## src/rtl/seq_bit_serializer_pkg.sv

```systemverilog
// Shared types and constants for the bit serializer and its detector-side peers.
// The words_sent width matches the detector's dseq_count width.
package seq_bit_serializer_pkg;

    typedef enum logic {
        ST_IDLE  = 1'b0,
        ST_SHIFT = 1'b1
    } state_e;

    localparam int WORDS_SENT_W = 16;

    // Observation bundle for checkers: FSM state plus holding-register occupancy.
    typedef struct packed {
        state_e state;
        logic   hold_full;
    } dbg_t;

endpackage

```

## src/rtl/seq_word_hold_reg.sv

```systemverilog
// Single-entry holding register with a full flag. It accepts a word while the
// shifter is busy and hands it over on the shifter's last bit.
module seq_word_hold_reg #(
    parameter int WIDTH = 8
) (
    input  logic             clk,
    input  logic             reset,
    input  logic             i_load,
    input  logic             i_drain,
    input  logic             i_flush,
    input  logic [WIDTH-1:0] i_data,
    output logic             o_full,
    output logic [WIDTH-1:0] o_data
);

    logic             r_full;
    logic [WIDTH-1:0] r_data;

    // Load and drain never coincide: loading needs word_ready, which requires the entry empty.
    always_ff @(posedge clk or negedge reset) begin
        if (!reset) begin
            r_full <= 1'b0;
            r_data <= '0;
        end else if (i_flush) begin
            r_full <= 1'b0;
        end else if (i_load) begin
            r_data <= i_data;
            r_full <= 1'b1;
        end else if (i_drain) begin
            r_full <= 1'b0;
        end
    end

    assign o_full = r_full;
    assign o_data = r_data;

endmodule

```

## src/rtl/seq_bit_serializer.sv

```systemverilog
// Parallel-to-serial feeder for the sequence detector. Words arrive over valid/ready;
// bits leave gaplessly, one per clk, changing on posedge.
module seq_bit_serializer
    import seq_bit_serializer_pkg::*;
#(
    parameter int WIDTH     = 8,
    parameter bit MSB_FIRST = 1'b1,
    parameter bit IDLE_BIT  = 1'b0
) (
    input  logic                    clk,
    input  logic                    reset,
    input  logic [WIDTH-1:0]        word_in,
    input  logic                    word_valid,
    output logic                    word_ready,
    input  logic                    abort,
    output logic                    ser_bit,
    output logic                    ser_valid,
    output logic                    word_done,
    output logic [WORDS_SENT_W-1:0] words_sent,
    output dbg_t                    dbg
);

    // Handshake: a word moves on a posedge where word_valid && word_ready. word_ready
    // depends only on registered state and abort, never on word_valid; word_in is
    // ignored while word_valid is low.

    localparam int BCNT_W = (WIDTH > 1) ? $clog2(WIDTH) : 1;
    localparam logic [BCNT_W-1:0] BCNT_LAST = BCNT_W'(WIDTH - 1);

    state_e                  r_state;
    logic [WIDTH-1:0]        r_shreg;
    logic [BCNT_W-1:0]       r_bcnt;
    logic [WORDS_SENT_W-1:0] r_words_sent;
    logic                    r_rdy_en;

    logic             w_hold_full;
    logic [WIDTH-1:0] w_hold_data;
    logic             w_xfer;
    logic             w_last;
    logic             w_hold_load;
    logic             w_hold_drain;
    logic             w_head;
    logic [WIDTH-1:0] w_shifted;

    assign w_last = (r_state == ST_SHIFT) && (r_bcnt == '0);

    // r_rdy_en keeps word_ready low throughout reset and opens it at the first posedge.
    assign word_ready = r_rdy_en && !w_hold_full && !abort;
    assign w_xfer     = word_valid && word_ready;

    // A transfer at the last bit with the hold empty goes straight to the shifter.
    assign w_hold_load  = w_xfer && (r_state == ST_SHIFT) && !w_last;
    assign w_hold_drain = w_last && w_hold_full && !abort;

    assign w_head    = MSB_FIRST ? r_shreg[WIDTH-1] : r_shreg[0];
    assign w_shifted = MSB_FIRST ? {r_shreg[WIDTH-2:0], 1'b0}
                                 : {1'b0, r_shreg[WIDTH-1:1]};

    seq_word_hold_reg #(
        .WIDTH (WIDTH)
    ) u_hold (
        .clk     (clk),
        .reset   (reset),
        .i_load  (w_hold_load),
        .i_drain (w_hold_drain),
        .i_flush (abort),
        .i_data  (word_in),
        .o_full  (w_hold_full),
        .o_data  (w_hold_data)
    );

    always_ff @(posedge clk or negedge reset) begin
        if (!reset) begin
            r_state      <= ST_IDLE;
            r_shreg      <= '0;
            r_bcnt       <= '0;
            r_words_sent <= '0;
            r_rdy_en     <= 1'b0;
        end else begin
            r_rdy_en <= 1'b1;
            // abort drops the in-flight word before it can be counted
            if (abort) begin
                r_state <= ST_IDLE;
                r_shreg <= '0;
                r_bcnt  <= '0;
            end else begin
                case (r_state)
                    ST_IDLE: begin
                        if (w_xfer) begin
                            r_shreg <= word_in;
                            r_bcnt  <= BCNT_LAST;
                            r_state <= ST_SHIFT;
                        end
                    end
                    ST_SHIFT: begin
                        if (r_bcnt != '0) begin
                            r_shreg <= w_shifted;
                            r_bcnt  <= r_bcnt - 1'b1;
                        end else begin
                            r_words_sent <= r_words_sent + 1'b1;
                            if (w_hold_full) begin
                                r_shreg <= w_hold_data;
                                r_bcnt  <= BCNT_LAST;
                            end else if (w_xfer) begin
                                r_shreg <= word_in;
                                r_bcnt  <= BCNT_LAST;
                            end else begin
                                r_shreg <= '0;
                                r_state <= ST_IDLE;
                            end
                        end
                    end
                    default: r_state <= ST_IDLE;
                endcase
            end
        end
    end

    assign ser_valid  = (r_state == ST_SHIFT);
    assign ser_bit    = ser_valid ? w_head : IDLE_BIT;
    assign word_done  = w_last;
    assign words_sent = r_words_sent;

    assign dbg.state     = r_state;
    assign dbg.hold_full = w_hold_full;

endmodule

```

## config.mk

```make
export PLATFORM = sky130hd
export DESIGN_NAME = seq_bit_serializer
export DESIGN_NICKNAME = d
export VERILOG_FILES = /design/src/rtl/seq_bit_serializer_pkg.sv /design/src/rtl/seq_word_hold_reg.sv /design/src/rtl/seq_bit_serializer.sv
export SDC_FILE = /design/constraint.sdc
export NUM_CORES = 1
export LEC_CHECK = 0
export CAP_MARGIN = 10
export CORE_ASPECT_RATIO = 0.75
export CORE_MARGIN = 3
export CORE_UTILIZATION = 45
export DETAILED_ROUTE_END_ITERATION = 12
export PLACE_DENSITY = 0.7
export REMOVE_ABC_BUFFERS = 1
export SLEW_MARGIN = 20
export SYNTH_ARGS = -nofsm -noshare
export SYNTH_HDL_FRONTEND = slang
export SYNTH_SLANG_ARGS = --single-unit
```

## constraint.sdc

```tcl
create_clock -name clk -period 1.8 [get_ports clk]
set_input_delay 0.36 -clock clk [delete_from_list [all_inputs] [get_ports clk]]
set_output_delay 0.36 -clock clk [all_outputs]
set_load 0.01 [all_outputs]
```

* After elaboration in Yosys (flattened, before gate mapping)
Index checks and enable logic that the tools add are counted.
** Storage, ports and cells
- Register bits :: 38
- Input bits :: 12
- Output and inout port bits :: 22
** Operators by class
- Add/subtract/negate cells :: 2
- Equality and inequality tests :: 1
- Multiplexer cells :: 20
- Bitwise logic cells :: 3
- Reduce and logical (&&, ||, !) cells :: 16
** Operators by type and width (number)
- two-way mux 8 bit :: 5
- adder 16 x 1 -> 16 bit, second input constant :: 1
- case mux 8 bit (2 select lines) :: 1
- two-way mux 3 bit :: 4
- logical AND 1 bit :: 8
- two-way mux 1 bit :: 8
- case mux 3 bit (2 select lines) :: 1
- nonzero test 3 bit :: 2
- logical NOT 1 bit :: 3
- logical NOT 3 bit :: 1
- != test 3 bit, second input constant :: 1
- NOT 1 bit :: 3
- AND reduction 3 bit :: 1
- subtractor 3 x 1 -> 3 bit, second input constant :: 1
- case mux 1 bit (2 select lines) :: 1
- AND reduction 2 bit :: 1

* Longest topological paths before layout
- Word-level depth :: 9
- Gate-level depth with buffers :: 7
- Mapped depth without buffers :: 6

* By module
A second synthesis with hierarchy kept.
** Unflattened totals
- Cell total of the unflattened synthesis :: 167
- Area, all modules :: 1954.4 µm²
** By module, submodules not included
- seq_bit_serializer :: instances 1, cells an instance 145, area each 1569.0 µm²
- seq_word_hold_reg :: instances 1, cells an instance 22, area each 385.4 µm²

* Least setup slack after synthesis
Ideal clock, no wire load.
- Kind :: reg2reg
- Start :: reg r_bcnt[0]
- End :: reg r_bcnt[0]
- Setup time :: 0.119 ns
- Arrival time :: 1.443 ns
- Path slack :: 0.238 ns
- Stages on the path, launching flop included :: 8
- Clock period less this slack :: 1.562 ns
- Cells stage by stage :: dfrtp_1 > inv_1 > ha_1 > nand2b_2 > clkbuf_1 > o21ai_0 > o21ai_0 > o21a_1
** Between the ends
- Longest elaborated chain between the ends :: 5
- Elaborated cells between the ends (all ways) :: 7
** Ends and longest elaborated chain
- start, declared :: line seq_bit_serializer.sv:32 : logic [BCNT_W-1:0] r_bcnt;
- start signal, assigned :: line seq_bit_serializer.sv:98 : r_bcnt <= r_bcnt - 1'b1;
- parallel branches: the longest is 3 deep, another holds subtractor 3 x 1 -> 3 bit
- case mux 3 bit (2 select lines) * :: line seq_bit_serializer.sv:87 : case (r_state)
- two-way mux 3 bit * :: line seq_bit_serializer.sv:82 : if (abort) begin
Mark *: on every way between the ends.
A chain may end at the register's enable or synchronous reset.

* Worst setup path after layout
- Start :: in abort
- End :: out word_ready
** Between the ends
- Longest elaborated chain between the ends :: 2
** Ends and longest elaborated chain
- start, declared :: line seq_bit_serializer.sv:15 : input logic abort,
- logical NOT 1 bit :: line seq_bit_serializer.sv:48 : assign word_ready = r_rdy_en && !w_hold_full && !abort;
- logical AND 1 bit :: line seq_bit_serializer.sv:48
- end, declared :: line seq_bit_serializer.sv:14 : output logic word_ready,
Every way passes these cells.

==> metrics <==
status finished clean; setup TNS 0 ns; fin crit period approximately 1.7 ns; top-level I/O count 34; max_cap viols 0; Cell Int Power approximately 1.5 mW; worst hold start words_sent[15]; clock sink count 38; worst-path maximum fanout 5; H-tree depth 2; Seq/Total Area, Yosys around half; DR vias 1540; CP max stage cell clkdlybuf4s50_1; final core utilization roughly two thirds; worst-case hold slack about 0.47 ns; die area approximately 5000 um^2; synthesized area about 1900 um^2; Synth Instances roughly 180; #FFs+latches synth 38; Skew-Pair Late Insertion Delay 0.29 ns; # nets final 244; CTS tree done; Routed WL per cell around 15 um; share of layout cells above drive strength 1 a little under a quarter; drt first pass iters 4; Tot GR Track Use 18.9%; CP cell instances clkdlybuf4s50_1, nor3b_1, dlygate4sd2_1; clk_skew roughly 0.012 ns; hpwl dp between 3 and 4 mm; Critical Path Sink Type output port; syn_area_per_cell 10.8 um^2; unique cell type count in the Yosys netlist 35; TritonCTS buffer count 5; FF-to-FF path depth 8; CTS Root Cell clkbuf_8; vias in the first global route approximately 1500; NetSw between 0.5 and 0.6 mW; Ys Warns 0; Hold EP words_sent[15]; Multi-input gate area approximately 890 um^2; worst hold path depth 1; routed vias/inst ~5.5; final WL 4.17 mm; endpoints failing setup 0; placed cells around 270; Clk pin slew, worst setup/hold paths approximately 0.080 ns; register area 953 um^2; Flop pwr share roughly 50%; worst r2r dst r_shreg[3]; # DRC 0; fmax ~580 MHz; Final Power ~2.1 mW; CP peak stage delay approximately 0.49 ns; Hold Crit Class reg2reg; maximum VDD drop between 0.5 and 0.6 mV; Final Cell Area about 2500 um^2; arrival time at the worst endpoint roughly 1.4 ns; I/O Buffers 33; placer congestion estimate about 0.87; Clock Path Buffers 2; largest net degree at the start of global routing 39; antenna viol nets, final 0; Rows 19; core area ~3800 um^2; final hold vios 0; Pleak ~1.2 nW; initial antenna violation count 0; global-route wire length before repair 7.05 mm; switching share of power between 20% and 30%; fillers 309; Final Cycle Share ~95%; Clock power frac 29.1%; CP required about 1.4 ns; CP startpoint kind input pin; worst setup margin a little over 0.08 ns; placed inst area around 2400 um^2; 1st-iter DRT viols between 90 and 100; Setup CP Type in2out; Initial Util 49.2%; GRT overflow 0; # diodes 0; Post-Layout Cell Count roughly 280; Place WS -0.228 ns; chip width 80.7 um; reg-to-reg slack, setup roughly 0.13 ns; reg2reg start r_bcnt[0]; Die Ht about 62 um; fin. max-slew vios 0; Combinational Power Share 21.0%; PD cells 823 nW/um^2; P&R area growth vs syn 33.5%
-- cell usage in the layout, fill, tap and decap left out, types with 6 or more instances in the layout --
cell	synthesis	final
o21ai_0	10	10
nand2_1	10	10
buf_4	2	21
clkbuf_8	0	6
nand3_1	8	8
a21oi_1	10	10
xnor2_1	14	14
nand4_1	6	6
and3_1	8	8
and2_1	10	9
a22oi_1	7	7
mux2_2	8	8
clkdlybuf4s50_1	0	29
dfrtp_1	38	36
-- final cells by class --
cell class	instances	area share, %
Clock inverter	1	0.199
Sequential cell	38	37.9
Timing Repair Buffer	55	19.8
Clock buffer	7	3.43
Multi-Input combinational cell	125	35.5
Inverter	4	0.597
Tap cell	52	2.59
-- power by group through the flow --
stage,registers [mW],clock network [mW],logic [mW]
3_5_place_dp,1.05,0,0.426
3_3_place_gp,1.04,0,0.413
5_1_grt,1.05,0.668,0.475
4_1_cts,1.03,0.615,0.439
2_1_floorplan,1.05,0,0.176
6_report,1.03,0.603,0.434
-- registers in the layout, summed over array words and instances, names as in the netlist --
name           cells
r_rdy_en           1
u_hold.o_full      1
ser_valid          1
words_sent        16
u_hold.o_data      8
r_shreg            8
r_bcnt             3
-- repair_timing --
action | in CTS | in global routing
pin swaps | 0 | 0
endpoints found under the setup margin | 5 | 6
setup buffers | 1 | 0
gates resized for setup | 12 | 4
hold buffers | 0 | 0
-- per-layer routing --
layer / vias up / share of wire [%] / track usage, %
met1: 761 / 47 / 26.4
met5: - / 0 / 0
met4: 0 / 1.2 / 7.71
met2: 39 / 46 / 28.2
met3: 7 / 5.0 / 5.04
li1: 733 / - / -
-- Yosys cell counts --
cell type  count  share of area, %
a211o_1        1              0.46
a21boi_2       1              0.60
a21oi_1       10               2.7
a22oi_1        7               2.8
a311oi_1       1              0.46
a31oi_1        3               1.0
and2_1        10               3.3
and3_1         8               2.7
and4_1         1              0.46
and4bb_4       1              0.86
buf_2          2              0.53
buf_4          2              0.80
clkbuf_1       4              0.80
conb_1         1              0.20
dfrtp_1       38                50
ha_1           3               2.0
inv_1          4              0.80
mux2_2         8               4.8
nand2_1       10               2.0
nand2b_1       1              0.33
nand2b_2       1              0.46
nand3_1        8               2.1
nand3_2        1              0.53
nand4_1        6               2.0
nand4bb_4      1               1.5
nor2_1         6               1.2
nor2b_1        1              0.33
nor3_1         5               1.3
nor3_4         2               1.7
nor3b_1        1              0.40
o21a_1         1              0.40
o21ai_0       10               2.7
o41ai_1        1              0.46
xnor2_1       14               6.5
xor2_1         1              0.46
-- worst max-delay path by stage --
stage | start | end | slack (ns) | cells past startpoint
6_report | abort | word_ready | 0.08 | 3
3_5_place_dp | abort | r_shreg[4] | -0.23 | 5
3_3_place_gp | abort | word_ready | -0.18 | 3
4_1_cts | ser_valid | dbg[1] | 0.01 | 2
5_1_grt | r_bcnt[0] | r_shreg[3] | -0.002 | 8
2_1_floorplan | ser_valid | words_sent[9] | 0.12 | 4
-- critical path: cells and delay by family --
kind | cells | cell delay [ns]
buffers and inverters | 2 | 0.78
AND/OR/NAND/NOR | 1 | 0.22
-- cells by family (layout without fill, tap and decap cells) --
| family | Yosys count | after routing | synth area share (%) |
|---|---|---|---|
| flip-flops | 38 | 38 | 50.5 |
| AND/OR/NAND/NOR | 63 | 63 | 21.2 |
| adder cells (fa/ha/maj) | 3 | 3 | 1.99 |
| AO/OA/AOI/OAI | 35 | 35 | 11.5 |
| multiplexers | 8 | 8 | 4.78 |
| buffers and inverters | 12 | 67 | 2.92 |
| other | 1 | 1 | 0.199 |
| XOR/XNOR | 15 | 15 | 6.97 |
No activity file was read; power rests on OpenSTA's default activity.
